**src/rtl/key_event_sequencer.sv**
```systemverilog
// -----------------------------------------------------------------------------
// key_event_sequencer
//
// Sits between the PS/2 scan-code translator and the keyboard matrix
// emulator. Make/break events are accepted over a valid/ready handshake and
// buffered in a small FIFO. Keys are then presented to the matrix one at a
// time. Each key is held for at least HOLD_CYCLES, released, and followed by
// a forced idle gap of GAP_CYCLES. This keeps the MC-10 ROM keyboard scan from
// missing a keypress or merging two keys.
//
// Ports:
//   clk       in   system clock
//   reset     in   synchronous, active-high reset
//   ev_valid  in   event present on ev_code/ev_break
//   ev_ready  out  sequencer can accept an event (FIFO not full)
//   ev_code   in   [7:0] matrix key code {ctrl, column[2:0], shift, row[2:0]}
//   ev_break  in   1 = key release, 0 = key press
//   key_code  out  [7:0] to matrix emulator; 8'hFF = no key
//   key_held  out  1 while a non-idle code is driven
//   busy      out  1 when not IDLE or FIFO non-empty
// -----------------------------------------------------------------------------
module key_event_sequencer #(
   parameter logic [15:0] HOLD_CYCLES = 16'd50000,
   parameter logic [15:0] GAP_CYCLES  = 16'd25000,
   parameter int          FIFO_DEPTH  = 4
) (
   input  logic       clk,
   input  logic       reset,
   input  logic       ev_valid,
   output logic       ev_ready,
   input  logic [7:0] ev_code,
   input  logic       ev_break,
   output logic [7:0] key_code,
   output logic       key_held,
   output logic       busy
);

   localparam int         AW       = $clog2(FIFO_DEPTH);
   localparam logic [7:0] IDLE_KEY = 8'hFF;

   typedef enum logic [1:0] {
      S_IDLE,
      S_HOLD,
      S_GAP
   } state_t;

   // ---------------------------------------------------------------------------
   // Event FIFO. The pointers carry one extra wrap bit, so full and empty can
   // be told apart without a separate occupancy counter.
   // ---------------------------------------------------------------------------
   logic [8:0]  fifo_mem_q [FIFO_DEPTH];
   logic [AW:0] wr_ptr_q, wr_ptr_d;
   logic [AW:0] rd_ptr_q, rd_ptr_d;
   logic        fifo_empty;
   logic        fifo_full;
   logic        push;
   logic        pop;
   logic [8:0]  head;
   logic        head_break;
   logic [7:0]  head_code;

   assign fifo_empty = (wr_ptr_q == rd_ptr_q);
   assign fifo_full  = (wr_ptr_q[AW] != rd_ptr_q[AW]) &&
                       (wr_ptr_q[AW-1:0] == rd_ptr_q[AW-1:0]);

   // ev_ready depends only on registered pointers. A full FIFO therefore
   // refuses a push even on an edge where it also pops.
   assign ev_ready   = !fifo_full;
   assign push       = ev_valid && !fifo_full;

   assign head       = fifo_mem_q[rd_ptr_q[AW-1:0]];
   assign head_break = head[8];
   assign head_code  = head[7:0];

   // NOTE: storage is deliberately not reset; the pointers alone define which entries are valid.
   always_ff @(posedge clk) begin
      if (push) begin
         fifo_mem_q[wr_ptr_q[AW-1:0]] <= {ev_break, ev_code};
      end
   end

   // ---------------------------------------------------------------------------
   // Sequencer state
   // ---------------------------------------------------------------------------
   state_t      state_q, state_d;
   logic [15:0] cnt_q, cnt_d;
   logic [7:0]  key_code_q, key_code_d;
   logic        key_held_q, key_held_d;
   logic        do_release;

   // NOTE: every signal written here gets a default first, so no path can infer a latch.
   always_comb begin
      state_d    = state_q;
      cnt_d      = cnt_q;
      key_code_d = key_code_q;
      key_held_d = key_held_q;
      pop        = 1'b0;
      do_release = 1'b0;

      case (state_q)
         S_IDLE: begin
            if (!fifo_empty) begin
               // A break at the head with no key held is a stray release.
               // It is popped and dropped.
               pop = 1'b1;
               if (!head_break) begin
                  key_code_d = head_code;
                  key_held_d = 1'b1;
                  cnt_d      = HOLD_CYCLES - 16'd1;
                  state_d    = S_HOLD;
               end
            end
         end

         S_HOLD: begin
            if (cnt_q != 16'd0) begin
               cnt_d = cnt_q - 16'd1;
            end else if (!fifo_empty) begin
               // Release point. The FIFO is examined one entry per cycle until
               // the key is let go. With the FIFO empty the key stays held.
               if (head_code == key_code_q) begin
                  // A matching break releases the key. A matching make is a
                  // typematic repeat and is dropped.
                  pop        = 1'b1;
                  do_release = head_break;
               end else if (head_break) begin
                  // A break for some other key is dropped.
                  pop = 1'b1;
               end else begin
                  // A make for a different key releases this one. The new
                  // key stays queued and is pressed later from IDLE.
                  do_release = 1'b1;
               end
            end
         end

         S_GAP: begin
            if (cnt_q != 16'd0) begin
               cnt_d = cnt_q - 16'd1;
            end else begin
               state_d = S_IDLE;
            end
         end

         default: begin
            state_d = S_IDLE;
         end
      endcase

      if (do_release) begin
         key_code_d = IDLE_KEY;
         key_held_d = 1'b0;
         cnt_d      = GAP_CYCLES - 16'd1;
         state_d    = S_GAP;
      end
   end

   assign wr_ptr_d = wr_ptr_q + (AW+1)'(push);
   assign rd_ptr_d = rd_ptr_q + (AW+1)'(pop);

   // NOTE: state is updated with non-blocking assignments, so every flop samples pre-edge values.
   always_ff @(posedge clk) begin
      if (reset) begin
         state_q    <= S_IDLE;
         cnt_q      <= 16'd0;
         key_code_q <= IDLE_KEY;
         key_held_q <= 1'b0;
         wr_ptr_q   <= '0;
         rd_ptr_q   <= '0;
      end else begin
         state_q    <= state_d;
         cnt_q      <= cnt_d;
         key_code_q <= key_code_d;
         key_held_q <= key_held_d;
         wr_ptr_q   <= wr_ptr_d;
         rd_ptr_q   <= rd_ptr_d;
      end
   end

   assign key_code = key_code_q;
   assign key_held = key_held_q;
   assign busy     = (state_q != S_IDLE) || !fifo_empty;

endmodule

```
**config.mk**
```make
export PLATFORM = sky130hd
export DESIGN_NAME = key_event_sequencer
export DESIGN_NICKNAME = d
export VERILOG_FILES = /design/src/rtl/key_event_sequencer.sv
export SDC_FILE = /design/constraint.sdc
export NUM_CORES = 1
export LEC_CHECK = 0
export ABC_CLOCK_PERIOD_IN_PS = 3400
export CELL_PAD_IN_SITES_DETAIL_PLACEMENT = 0
export CELL_PAD_IN_SITES_GLOBAL_PLACEMENT = 1
export CORE_UTILIZATION = 49
export CTS_BUF_LIST = sky130_fd_sc_hd__clkbuf_2 sky130_fd_sc_hd__clkbuf_4 sky130_fd_sc_hd__clkbuf_8
export CTS_CLUSTER_DIAMETER = 150
export DETAILED_ROUTE_END_ITERATION = 6
export GPL_TIMING_DRIVEN = 0
export PLACE_DENSITY_LB_ADDON = 0.1
export SETUP_SLACK_MARGIN = 0.2
export SLEW_MARGIN = 10
export SYNTH_ARGS = -nofsm -noshare
export SYNTH_HDL_FRONTEND = slang
export SYNTH_SLANG_ARGS = --single-unit
```
**constraint.sdc**
```tcl
create_clock -name clk -period 3.4 [get_ports clk]
set_input_delay 0.34 -clock clk [delete_from_list [all_inputs] [get_ports clk]]
set_output_delay 0.34 -clock clk [all_outputs]
set_load 0.005 [all_outputs]
```
==> run summary <==
Status -> complete, but fails checks
Failing checks -> DRC
Synth Net Count -> 296
Area grow syn2layout -> 17.78%
Library cells used by synthesis -> 57
H-tree levels -> 3
Multi-input logic area -> 0.001480 mm2
CTS clock-pin slew for the worst setup and hold paths -> 80 ps
Sinks on the clock net -> 69
Maximum VDD drop -> 0.4457 mV
Residual DRC -> 6
Fin Setup TNS -> 0 ps
Die area -> 0.007039 mm2
Design area -> 0.003871 mm2
Skew-Pair Late Insertion Delay -> 340 ps
First-pass GRT wire length -> 11440 um
Worst setup path class -> reg -> reg
Clock root buffer master -> clkbuf_8
Post-synth EDFFs -> 36
Routed Wire Length -> 6773 um
RSZ-0062 raised after global routing -> yes
Primary FF master, synth -> edfxtp_1
Vias in the first global route -> 2209
CTS Buffer Depth -> 2
Placement Cell Area -> 0.003603 mm2
I/O pin cnt -> 23
Async S/R FF share, synth -> 0%
Antenna Violating Nets Remaining -> 0
Final Cycle Share -> 90.62%
Final hold vios -> 0
Total track usage -> 21.38%
Cells after Synth -> 274
Pint -> 2078 uW
Clock buffer count from CTS -> 9
Flops & latches, synth -> 69
Min Tclk post-route -> 3081 ps
Number of fillers in the final layout -> 550
Combinational power share -> 48.4%
Diodes inserted -> 0
Core area -> 0.006422 mm2
Initial Utilization -> 51.18%
Required time of the worst setup path -> 3630 ps
Measured slew at the worst slew-check pin -> 889.2 ps
Sw Pwr -> 1371 uW
Clock share of power -> 17.3%
Endpoints failing setup -> 0
Via count -> 2332
Largest net degree at the start of global routing -> 14
CP endpoint kind -> register
Dpl hpwl -> 4669 um
Seq pwr share -> 34.3%
FF-to-FF Start -> rd_ptr_q[0]
Routed wire length per instance -> 17.28 um
Fmax -> 324.6 MHz
GPL Wtd Cong -> 0.8131
Crit path DAT -> 3310 ps
Overflow after GRT -> 0
Pwr/cell area -> 890.9 mW/mm2
Startpoint types -> register
Sw frac -> 39.76%
Worst hold start -> reset
CP max FO -> 9
Worst min-delay path class -> in -> reg
Cts hold-fix bufs -> 0
Worst rel slew slack -> 40.72%
Seq/Total Area, Yosys -> 52.99%
Final slew viol count -> 0
Worst clock skew -> 8.851 ps
Max_cap viols -> 0
Via density -> 5.949
IO buf count -> 21
Chip width -> 83.90 um
Worst Setup SP -> rd_ptr_q[0]
DRT iter0 DRCs -> 152
Die height -> 83.90 um
CTS tree -> done
Mapped cell area -> 0.003287 mm2
Cell Rows -> 29
Lkg Pwr -> 0.001366 uW
Nets@finish -> 332
Yosys warns -> 0
Syn Area/Cell -> 12.00 um2
Reg area -> 0.001743 mm2
Fraction of layout cells with a size suffix above 1 -> 20.32%
Initial DRT Pass Iterations -> 6
Antenna violations before repair -> 0
==> state kept, by name (all words and copies together), names as in the netlist <==
register and flops:
fifo_mem_q 36, wr_ptr_q 3, key_held 1, cnt_q 16, key_code 8, state_q 2, rd_ptr_q 3
==> worst paths after layout <==
path,to,slack (ps),cells past startpoint
setup / recovery,cnt_q[5],320,11
hold / removal,rd_ptr_q[0],230,2
setup reg to reg,cnt_q[5],320,11
hold reg to reg,key_held,470,2
==> synthesized netlist by cell type, types with 7 or more instances <==
cell type	n	area [um2]
nand2_1	24	90.09
nor3_1	9	45.04
nor2_1	10	37.54
nand3_1	12	60.06
mux4_2	9	202.7
xor2_1	8	70.07
o21ai_0	9	45.04
edfxtp_1	36	1081
xnor2_1	7	61.31
ha_1	10	125.1
inv_1	10	37.54
a21oi_1	11	55.05
a31oi_1	7	43.79
dfxtp_1	33	660.6
==> stage by stage <==
stage / total power, uW / util [%] / cells / setup WS (ps) / hold WS (ps)
finish: 3449 / 60.28 / 392 / 319.0 / 231.8
floorplan: 2330 / - / 274 / 478.0 / 438.9
detailed placement: 2771 / 56.11 / 372 / -283.3 / 460.3
CTS: 3398 / 59.30 / 389 / 206.7 / 220.7
global route: 3727 / 60.28 / 392 / 169.3 / 229.8
global placement: 2752 / 55.95 / 372 / -235.0 / 449.2
==> routing by layer <==
layer  GRT usage, %  vias up  routed length [um]
li1               -     1132                   -
met4          9.404        0                 119
met5              0        -                   0
met1          32.63     1134                3599
met2          29.81       55                2813
met3          3.264       11                 240
==> power groups by stage <==
| stage | Combinational [uW] | Clock (uW) | Sequential [uW] |
|---|---|---|---|
| 2_1_floorplan | 1160 | 0 | 1170 |
| 3_3_place_gp | 1560 | 0 | 1190 |
| 3_5_place_dp | 1580 | 0 | 1190 |
| 4_1_cts | 1610 | 610 | 1180 |
| 5_1_grt | 1860 | 655 | 1210 |
| 6_report | 1670 | 597 | 1180 |
==> worst max-delay path, cell delays in order (launching register included) <==
cell	delay, ps
dfxtp_2	350
buf_12	140
mux4_2	550
xor2_1	170
nor4_2	300
nand2_1	160
ha_4	240
a31o_2	240
nor4b_4	250
buf_4	180
o21ai_0	80
a32o_2	290
==> layout make-up <==
| class | instances | area share (%) |
|---|---|---|
| Clock buffer | 9 | 3.200 |
| Timing Repair Buffer | 25 | 6.206 |
| Inverter | 10 | 0.9696 |
| Multi-Input combinational cell | 186 | 38.24 |
| Clock inverter | 7 | 1.293 |
| Sequential cell | 69 | 45.02 |
| Buffer | 9 | 2.586 |
| Tap cell | 77 | 2.489 |
==> cells in the final DEF, fill, tap and decap left out, types with 3 or more instances in the layout <==
cell type / count
a21oi_1: 10
a221oi_1: 3
a31o_2: 3
a31oi_1: 6
and3_1: 3
buf_4: 5
clkbuf_8: 12
clkdlybuf4s50_1: 21
dfxtp_1: 32
edfxtp_1: 36
ha_1: 9
inv_1: 10
mux4_2: 9
nand2_1: 24
nand2b_1: 4
nand3_1: 11
nand3b_1: 3
nor2_1: 10
nor2b_1: 4
nor3_1: 8
o21ai_0: 9
o31ai_1: 4
or3_1: 3
or4_1: 3
xnor2_1: 7
xor2_1: 8
==> logic make-up after synthesis <==
group,Yosys count,share of synthesized area (%)
buffers and inverters,19,3.616
AND/OR/NAND/NOR,96,17.02
flip-flops,69,52.99
multiplexers,9,6.167
adder cells (fa/ha/maj),10,3.807
XOR/XNOR,15,3.997
AO/OA/AOI/OAI,56,12.41
==> timing repair <==
| action | CTS | global route |
|---|---|---|
| setup buffers | 1 | 3 |
| pin swaps | 1 | 3 |
| gates resized for setup | 6 | 9 |
| endpoints found under the setup margin | 25 | 16 |
Power figures use the tool's default switching activity.
